### src/rtl/phold_event_core.sv
// PHOLD logical-process event core.
// Takes one event and does a read-modify-write of the target LP's state word
// over the shared MC port. It then offers one new random event to the scheduler.
//
// state   | meaning
// --------+-----------------------------------------------------------
// IDLE    | ready for a new event
// RD_REQ  | RD8 request to the LP state word, held until granted
// RD_WAIT | waiting for RD8 data tagged with this core's id
// WR_REQ  | WR8 of the updated state word, held until granted
// WR_WAIT | waiting for the write completion tagged with this core's id
// SEND    | generated event offered to the scheduler until ack

`ifndef TW
`define TW 16
`endif

module phold_event_core #(
   parameter int NIDB            = 3,
   parameter int NRB             = 8,
   parameter int NCB             = 2,
   parameter int MC_RTNCTL_WIDTH = 32
) (
   input  logic                       clk,
   input  logic                       rst_n,
   input  logic [NCB-1:0]             core_id,
   input  logic                       event_valid,
   input  logic [NIDB-1:0]            event_id,
   input  logic [`TW-1:0]             event_time,
   input  logic [`TW-1:0]             global_time,
   input  logic [NRB-1:0]             random_in,
   output logic [`TW-1:0]             new_event_time,
   output logic [NIDB-1:0]            new_event_target,
   output logic                       new_event_ready,
   output logic                       ready,
   input  logic                       ack,
   output logic                       mc_rq_vld,
   output logic [2:0]                 mc_rq_cmd,
   output logic [3:0]                 mc_rq_scmd,
   output logic [47:0]                mc_rq_vadr,
   output logic [1:0]                 mc_rq_size,
   output logic [MC_RTNCTL_WIDTH-1:0] mc_rq_rtnctl,
   output logic [63:0]                mc_rq_data,
   output logic                       mc_rq_flush,
   input  logic                       mc_rq_stall,
   input  logic                       mc_rs_vld,
   input  logic [2:0]                 mc_rs_cmd,
   input  logic [3:0]                 mc_rs_scmd,
   input  logic [MC_RTNCTL_WIDTH-1:0] mc_rs_rtnctl,
   input  logic [63:0]                mc_rs_data,
   output logic                       mc_rs_stall,
   input  logic [47:0]                addr,
   input  logic                       mem_gnt
);

   localparam int TW = `TW;

   // Convey MC command encodings (aemc_messages.vh)
   localparam logic [2:0] MCAE_CMD_RD8      = 3'd1;
   localparam logic [2:0] MCAE_CMD_WR8      = 3'd2;
   localparam logic [2:0] MCAE_CMD_RD8_DATA = 3'd2;
   localparam logic [2:0] MCAE_CMD_WR_CMP   = 3'd3;

   typedef enum logic [2:0] {IDLE, RD_REQ, RD_WAIT, WR_REQ, WR_WAIT, SEND} state_t;

   state_t            state_q, state_d;
   logic [NIDB-1:0]   id_q, id_d;
   logic [TW-1:0]     time_q, time_d;
   logic [NRB-1:0]    rnd_q, rnd_d;
   // Only bits [63:TW] of the old word survive into the write-back.
   logic [63-TW:0]    old_q, old_d;
   logic [TW-1:0]     ntime_q, ntime_d;

   logic [47:0]       req_vadr;
   logic [63:0]       wr_data;
   logic              rs_match;
   logic [TW:0]       sum_w, floor_w;
   logic [TW-1:0]     sat_v, floor_v, ntime_calc;
   logic              rs_unused;

   assign mc_rq_scmd  = 4'd0;
   assign mc_rq_flush = 1'b0;
   assign mc_rs_stall = 1'b0;

   assign req_vadr = addr + {{(48-NIDB-3){1'b0}}, id_q, 3'b000};
   assign wr_data  = {old_q[63-TW:32-TW] + 32'd1, old_q[31-TW:0], time_q};
   assign rs_match = mc_rs_vld && (mc_rs_rtnctl[NCB-1:0] == core_id);
   assign rs_unused = ^{mc_rs_scmd, mc_rs_rtnctl[MC_RTNCTL_WIDTH-1:NCB], mc_rs_data[TW-1:0]};

   // New timestamp: event time + random + 1, saturated, then floored at GVT+1.
   always_comb begin
      sum_w      = {1'b0, time_q} + {{(TW+1-NRB){1'b0}}, rnd_q} + (TW+1)'(1);
      floor_w    = {1'b0, global_time} + (TW+1)'(1);
      sat_v      = sum_w[TW] ? '1 : sum_w[TW-1:0];
      floor_v    = floor_w[TW] ? '1 : floor_w[TW-1:0];
      ntime_calc = (sat_v < floor_v) ? floor_v : sat_v;
   end

   // Next-state, latch updates and decoded outputs.
   always_comb begin
      state_d          = state_q;
      id_d             = id_q;
      time_d           = time_q;
      rnd_d            = rnd_q;
      old_d            = old_q;
      ntime_d          = ntime_q;
      ready            = 1'b0;
      new_event_ready  = 1'b0;
      new_event_time   = '0;
      new_event_target = '0;
      mc_rq_vld        = 1'b0;
      mc_rq_cmd        = 3'd0;
      mc_rq_vadr       = '0;
      mc_rq_size       = 2'd0;
      mc_rq_rtnctl     = '0;
      mc_rq_data       = '0;
      case (state_q)
         IDLE: begin
            ready = 1'b1;
            if (event_valid) begin
               id_d    = event_id;
               time_d  = event_time;
               rnd_d   = random_in;
               state_d = RD_REQ;
            end
         end
         RD_REQ: begin
            mc_rq_vld    = 1'b1;
            mc_rq_cmd    = MCAE_CMD_RD8;
            mc_rq_vadr   = req_vadr;
            mc_rq_size   = 2'd3;
            mc_rq_rtnctl = {{(MC_RTNCTL_WIDTH-NCB){1'b0}}, core_id};
            if (mem_gnt && !mc_rq_stall) state_d = RD_WAIT;
         end
         RD_WAIT: begin
            if (rs_match && mc_rs_cmd == MCAE_CMD_RD8_DATA) begin
               old_d   = mc_rs_data[63:TW];
               state_d = WR_REQ;
            end
         end
         WR_REQ: begin
            mc_rq_vld    = 1'b1;
            mc_rq_cmd    = MCAE_CMD_WR8;
            mc_rq_vadr   = req_vadr;
            mc_rq_size   = 2'd3;
            mc_rq_rtnctl = {{(MC_RTNCTL_WIDTH-NCB){1'b0}}, core_id};
            mc_rq_data   = wr_data;
            if (mem_gnt && !mc_rq_stall) state_d = WR_WAIT;
         end
         WR_WAIT: begin
            // Timestamp frozen here so it stays stable while waiting for ack.
            if (rs_match && mc_rs_cmd == MCAE_CMD_WR_CMP) begin
               ntime_d = ntime_calc;
               state_d = SEND;
            end
         end
         SEND: begin
            new_event_ready  = 1'b1;
            new_event_time   = ntime_q;
            new_event_target = rnd_q[NIDB-1:0];
            if (ack) state_d = IDLE;
         end
         default: state_d = IDLE;
      endcase
   end

   // State and latched-event registers.
   always_ff @(posedge clk or negedge rst_n) begin
      if (!rst_n) begin
         state_q <= IDLE;
         id_q    <= '0;
         time_q  <= '0;
         rnd_q   <= '0;
         old_q   <= '0;
         ntime_q <= '0;
      end else begin
         state_q <= state_d;
         id_q    <= id_d;
         time_q  <= time_d;
         rnd_q   <= rnd_d;
         old_q   <= old_d;
         ntime_q <= ntime_d;
      end
   end

endmodule

### config.mk
export PLATFORM = sky130hd
export DESIGN_NAME = phold_event_core
export DESIGN_NICKNAME = d
export VERILOG_FILES = /design/src/rtl/phold_event_core.sv
export SDC_FILE = /design/constraint.sdc
export NUM_CORES = 1
export LEC_CHECK = 0
export CAP_MARGIN = 20
export CORE_AREA = 4 4 145 147
export DETAILED_ROUTE_END_ITERATION = 12
export DIE_AREA = 0 0 149 151
export GPL_ROUTABILITY_DRIVEN = 0
export HOLD_SLACK_MARGIN = 0.06
export PLACE_DENSITY = 0.87
export SYNTH_ARGS = -nofsm -noshare
export SYNTH_HDL_FRONTEND = slang
export SYNTH_SLANG_ARGS = --single-unit
### constraint.sdc
create_clock -name clk -period 4.64 [get_ports clk]
set_input_delay 0.696 -clock clk [delete_from_list [all_inputs] [get_ports clk]]
set_output_delay 0.696 -clock clk [all_outputs]
set_load 0.005 [all_outputs]
=== Yosys cells after proc, flatten, opt, wreduce, memory -nomap -nowiden ===
Cells that the tools add are included.

* Memory bits (read-only): 0
* Logic and storage cells: 57
* Latch bits: 0
* Memories kept: 0
* RAM bits: 0
* Register bits after elaboration: 94
* Output and inout port bits: 177
* Input bits: 203

* Shift operators: 0
* Divide/modulo/power cells: 0
* Eq/ne operators: 14
* Bitwise gates (word level): 0
* $add $sub $neg: 5
* Reduce and logical (&&, ||, !) cells: 11
* Order comparisons: 1
* Multiply operators: 0
* Muxes and demuxes: 20

{| class="wikitable"
|+ Operator list
! operator !! count
|-
| $mux 16 || 4
|-
| $mux 64 || 1
|-
| $add 48x6->48 || 1
|-
| $mux 48 || 1
|-
| $add 32x1->32 const B || 1
|-
| $mux 3 || 7
|-
| $pmux 3 s6 || 1
|-
| $add 16x1->17 const B || 1
|-
| $add 16x8->17 || 1
|-
| $add 17x1->17 const B || 1
|-
| $lt 16x16->1 || 1
|-
| $eq 3x2->1 const B || 4
|-
| $ne 2x2->1 const B || 6
|-
| $eq 3x3->1 const B || 2
|-
| $reduce_and 2->1 || 3
|-
| $reduce_and 6->1 || 1
|-
| $logic_and 1x1->1 || 4
|-
| $mux 2 || 2
|-
| $pmux 2 s2 || 1
|-
| $eq 3x1->1 const B || 1
|-
| $logic_not 3->1 || 1
|-
| $mux 1 || 3
|-
| $eq 2x2->1 || 1
|-
| $reduce_or 2->1 || 1
|-
| $logic_not 1->1 || 1
|}

=== Longest topological paths before layout ===
* Depth in word-level cells: 5
* Gate-level depth with buffers: 19
* Depth with buffers taken out: 17

=== Worst setup path after synthesis ===
Ideal clock, no wire load.

* Path type: register to register
* From: register time_q[0]
* To: register ntime_q[2]
* Slack: 0.761 ns
* Required time: 4.516 ns
* Clock period less this slack: 3.879 ns
* Arrival: 3.755 ns
* Buffers on the path: 3
* Stages on the path, launching flop included: 20
* Setup time: 0.124 ns
* Cell sequence: dfrtp_1 inv_1 ha_1 inv_1 fa_1 a211oi_2 nor3_2 o2111ai_1 clkbuf_1 nand2_1 ha_1 a21oi_1 o21ai_0 a211oi_1 o211ai_1 a211o_1 buf_2 buf_2 o31ai_1 o21ai_1

* Longest elaborated chain between the ends: 5

{| class="wikitable"
|+ Ends and longest elaborated chain
! element !! RTL line !! source
|-
| start: declaration || 68 || <nowiki>logic [TW-1:0] time_q, time_d;</nowiki>
|-
| start signal: assignment || 179 || <nowiki>time_q <= time_d;</nowiki>
|-
| $add 16x8->17 * || 92 || <nowiki>sum_w = {1'b0, time_q} + {{(TW+1-NRB){1'b0}}, rnd_q} + (TW+1)'(1);</nowiki>
|-
| $add 17x1->17 * || 92 ||
|-
| $mux 16 * || 94 || <nowiki>sat_v = sum_w[TW] ? '1 : sum_w[TW-1:0];</nowiki>
|-
| $lt 16x16->1 || 96 || <nowiki>ntime_calc = (sat_v < floor_v) ? floor_v : sat_v;</nowiki>
|-
| $mux 16 * || 96 ||
|-
| end signal: assignment || 182 || <nowiki>ntime_q <= ntime_d;</nowiki>
|-
| end: declaration || 72 || <nowiki>logic [TW-1:0] ntime_q, ntime_d;</nowiki>
|}

Mark *: on every way between the ends. The rest lies on a longest branch, timed or not.
A chain may end at the register's enable or synchronous reset.

=== Final worst setup path ===
* From: input addr[23]
* To: output mc_rq_vadr[40]

* Longest elaborated chain between the ends: 2

{| class="wikitable"
|+ Ends and longest elaborated chain
! element !! RTL line !! source
|-
| start: declaration || 52 || <nowiki>input logic [47:0] addr,</nowiki>
|-
| $add 48x6->48 || 85 || <nowiki>assign req_vadr = addr + {{(48-NIDB-3){1'b0}}, id_q, 3'b000};</nowiki>
|-
| $mux 48 || 117 || <nowiki>case (state_q)</nowiki>
|-
| end: declaration || 40 || <nowiki>output logic [47:0] mc_rq_vadr,</nowiki>
|}

No other way between the ends.

==> run_results.csv <==
group,metric,value,unit
worst_setup_path,cp_num_cells,9,
worst_setup_path,cp_slowest_cell,"clkdlybuf4s50_1",
worst_setup_path,worstReg2RegStart,"rnd_q[0]",
timing,setup_violations,0,
global_route,grt_max_degree,59,
power_and_ir_drop,p_leak,4.66,nW
flow_run,cap_violations,0,
worst_setup_path,rr_endpoint,"ntime_q[3]",
hold_path,hp-class,"in2async",
clocking,clk_latency,0.35,ns
logic_synthesis,syn_area_per_cell,8.62,sq um
worst_setup_path,worstPathArrival,3.54,ns
worst_setup_path,startpoint,"addr[23]",
floorplanning,ios,380,
worst_setup_path,reg2reg_setup_slack,0.46,ns
logic_synthesis,syn-instance-count,873,
clocking,cts_repair_resize_count,0,
routing,wl_per_cell,17.5,um
timing,hold_viol_final,0,
clocking,cts_htree_levels,3,
logic_synthesis,synth_area_leaders,"dfrtp_1 (31%), mux2_2 (11%), xor2_1 (6.1%), nor2_1 (5.1%), ha_1 (4.7%)",
routing,vias,7358,
worst_setup_path,critical_path.max_stage_delay,0.58,ns
placed_design,io_buffer_count,292,
finish,drive_gt1_frac,0.108,
worst_setup_path,reg2reg_depth,18,
worst_setup_path,critPathBufInv,2,
routing,drc,0,
floorplanning,start_util,0.378,
placed_design,dp_hpwl,19.5,mm
logic_synthesis,synth-edff-count,0,
global_route,antenna_found_initial,1,
power_and_ir_drop,powerDensity,464,nW/um^2
finish,syn_to_final_growth,44.3,%
global_route,grt_pass1_wl,37.7,mm
worst_setup_path,cp_top_family,"simple AND/OR/NAND/NOR gates",
worst_setup_path,crit_type,"in2out",
logic_synthesis,ys_warn_count,0,
worst_setup_path,critPathMaxFanout,6,
clocking,clk_pin_slew,0.07,ns
finish,seq_area,2350,sq um
routing,drt_first_pass_iters,5,
finish,nNetsFinal,1381,
clocking,cts_tree,"done",
finish,multiInputGateArea,4760,sq um
global_route,grt_overflow,0,
floorplanning,core_area,19900,sq um
worst_setup_path,crit_top_cell,"clkdlybuf4s50_1",
worst_setup_path,critPathLaunchType,"primary input",
timing,worst_slew_pin_slew,0.790,ns
timing,slew_violations,0,
worst_setup_path,worstSetupEndpoint,"mc_rq_vadr[40]",
timing,slew_headroom,0.473,
timing,fin_tns_setup,0,ns
routing,drt_iter0_drc,367,
worst_setup_path,worstSetupEndpointType,"primary output",
clocking,cts-root-buf,"clkbuf_16",
clocking,cts_buffer_depth,2,
floorplanning,die_h,151,um
timing,min_period,4.24,ns
logic_synthesis,postSynth.asyncResetShare,1.00,
worst_setup_path,cp.required,3.94,ns
routing,antenna_left,0,
power_and_ir_drop,ir_drop,0.291,mV
floorplanning,fp-row-count,52,
routing,wirelength,24.9,mm
power_and_ir_drop,power,5.04,mW
timing,max_clock_freq,236,MHz
logic_synthesis,ys.flop_type,"dfrtp_1",
logic_synthesis,yosys.area.top_type,"dfrtp_1",
timing,period_share,0.913,
logic_synthesis,yosysSeqAreaShare,0.313,
global_route,track_usage,0.213,
logic_synthesis,synth-seq-cells,94,
floorplanning,die_area,22500,sq um
timing,clock_skew,0.0131,ns
routing,vias_per_cell,5.17,
timing,rsz0062_at_grt,"false",
finish,fillers,1745,
logic_synthesis,syn_area,7520,sq um
outcome,outcome,"finished, final reports clean",
worst_setup_path,path_cells,"clkdlybuf4s50_1 > and4_1 > nand4_1 > or4_4 > nor2_2 > nand3_1 > xor2_1 > nor2_1 > clkdlybuf4s50_1",
clocking,cts_sinks,94,
global_route,first_global_vias,7261,
clocking,cts_buffers,9,
logic_synthesis,ys_types,59,
logic_synthesis,yosys.area.top_type_share,0.313,
floorplanning,die_w,149,um
where the power goes:
| group | internal [mW] | switching (mW) | leakage [nW] |
|---|---|---|---|
| Clock | 0.434 | 0.344 | 0.142 |
| Sequential | 1.04 | 0.259 | 1.24 |
| Combinational | 1.47 | 1.49 | 3.28 |
| Total | 2.95 | 2.10 | 4.66 |
sequential cells by signal, summed over array words and instances, names as in the netlist:
name	count
old_q	48
ntime_q	16
time_q	16
rnd_q	8
id_q	3
state_q	3
worst register-to-register path, cell delays in order, from the launching register on:
cell and delay, ns:
dfrtp_1 0.40, inv_1 0.08, ha_1 0.20, inv_1 0.06, fa_1 0.43, a211oi_2 0.31
nor3_2 0.13, o2111ai_1 0.24, buf_4 0.24, o21ai_0 0.19, ha_1 0.26, a21oi_1 0.14
o21ai_0 0.14, a211oi_1 0.24, o211ai_1 0.13, a211o_1 0.32, buf_4 0.19, mux2i_1 0.23
o21ai_1 0.09
cell usage after synthesis, types with 11 or more instances:
cell type / instances
and2_1: 30
xnor2_1: 26
nand4_1: 15
buf_4: 39
o21ai_0: 25
mux2_2: 75
o21ai_1: 15
xor2_1: 52
clkbuf_1: 31
a21oi_1: 29
or3_1: 11
inv_1: 21
and3_1: 48
nand2_1: 77
nand3_1: 41
nor2_1: 102
ha_1: 28
dfrtp_1: 94
worst min-delay path by stage:
stage,start,to,cells past startpoint
finish,rst_n,ntime_q[12],1
global route,rst_n,ntime_q[7],1
CTS,rst_n,time_q[9],1
detailed placement,ntime_q[11],ntime_q[11],2
global placement,ntime_q[5],ntime_q[5],2
floorplan,rst_n,id_q[0],0
placed cells by master, fill, tap and decap left out, drive strengths merged, types with 37 or more instances in the layout:
cell and n:
and3 49, o21ai 40, mux2 75, nor2 104
dfrtp 94, clkdlybuf4s50 291, conb 37, nand3 41
nand2 78, xor2 52
final cells by class:
cell class | instances | area share
multi-input cells | 716 | 0.438
repair buffers | 306 | 0.279
flip-flops and latches | 94 | 0.217
well taps | 270 | 0.0311
clock buffers | 11 | 0.0224
inverters | 21 | 0.00726
clock inverters | 5 | 0.00542
diodes | 1 | 0.000230
stage by stage:
stage	util	instance area [sq um]	hold WS (ns)	setup slack, ns	cells
floorplan	-	7660	0.400	0.761	909
global placement	0.529	10500	0.464	0.336	1404
detailed placement	0.529	10500	0.468	0.294	1404
CTS	0.544	10800	0.455	0.262	1420
global route	0.545	10900	0.478	0.122	1424
finish	0.545	10900	0.426	0.403	1424
metal layers:
metal | vias to the layer above | wire, um | GRT usage
li1 | 3504 | - | -
met1 | 3481 | 9650 | 0.248
met2 | 317 | 12300 | 0.370
met3 | 56 | 1990 | 0.0509
met4 | 0 | 971 | 0.0993
met5 | - | 0 | 0
timing repair:
item,4_1_cts,5_1_grt
endpoints found under the setup margin,0,5
setup buffers,0,3
hold buffers,0,0
kinds of logic (layout without fill, tap and decap cells):
kind of cell    after synthesis  in the layout  share of synthesized area
buf+inv                      99            343                     0.0734
mux                          84             84                      0.124
simple gates                380            380                      0.261
xor+xnor                     78             78                     0.0908
compound gates              107            107                     0.0855
fa+ha+maj                    30             30                     0.0519
flops                        94             94                      0.313
other cells                   1             38                   0.000499
No activity file was read; power rests on OpenSTA's default activity.
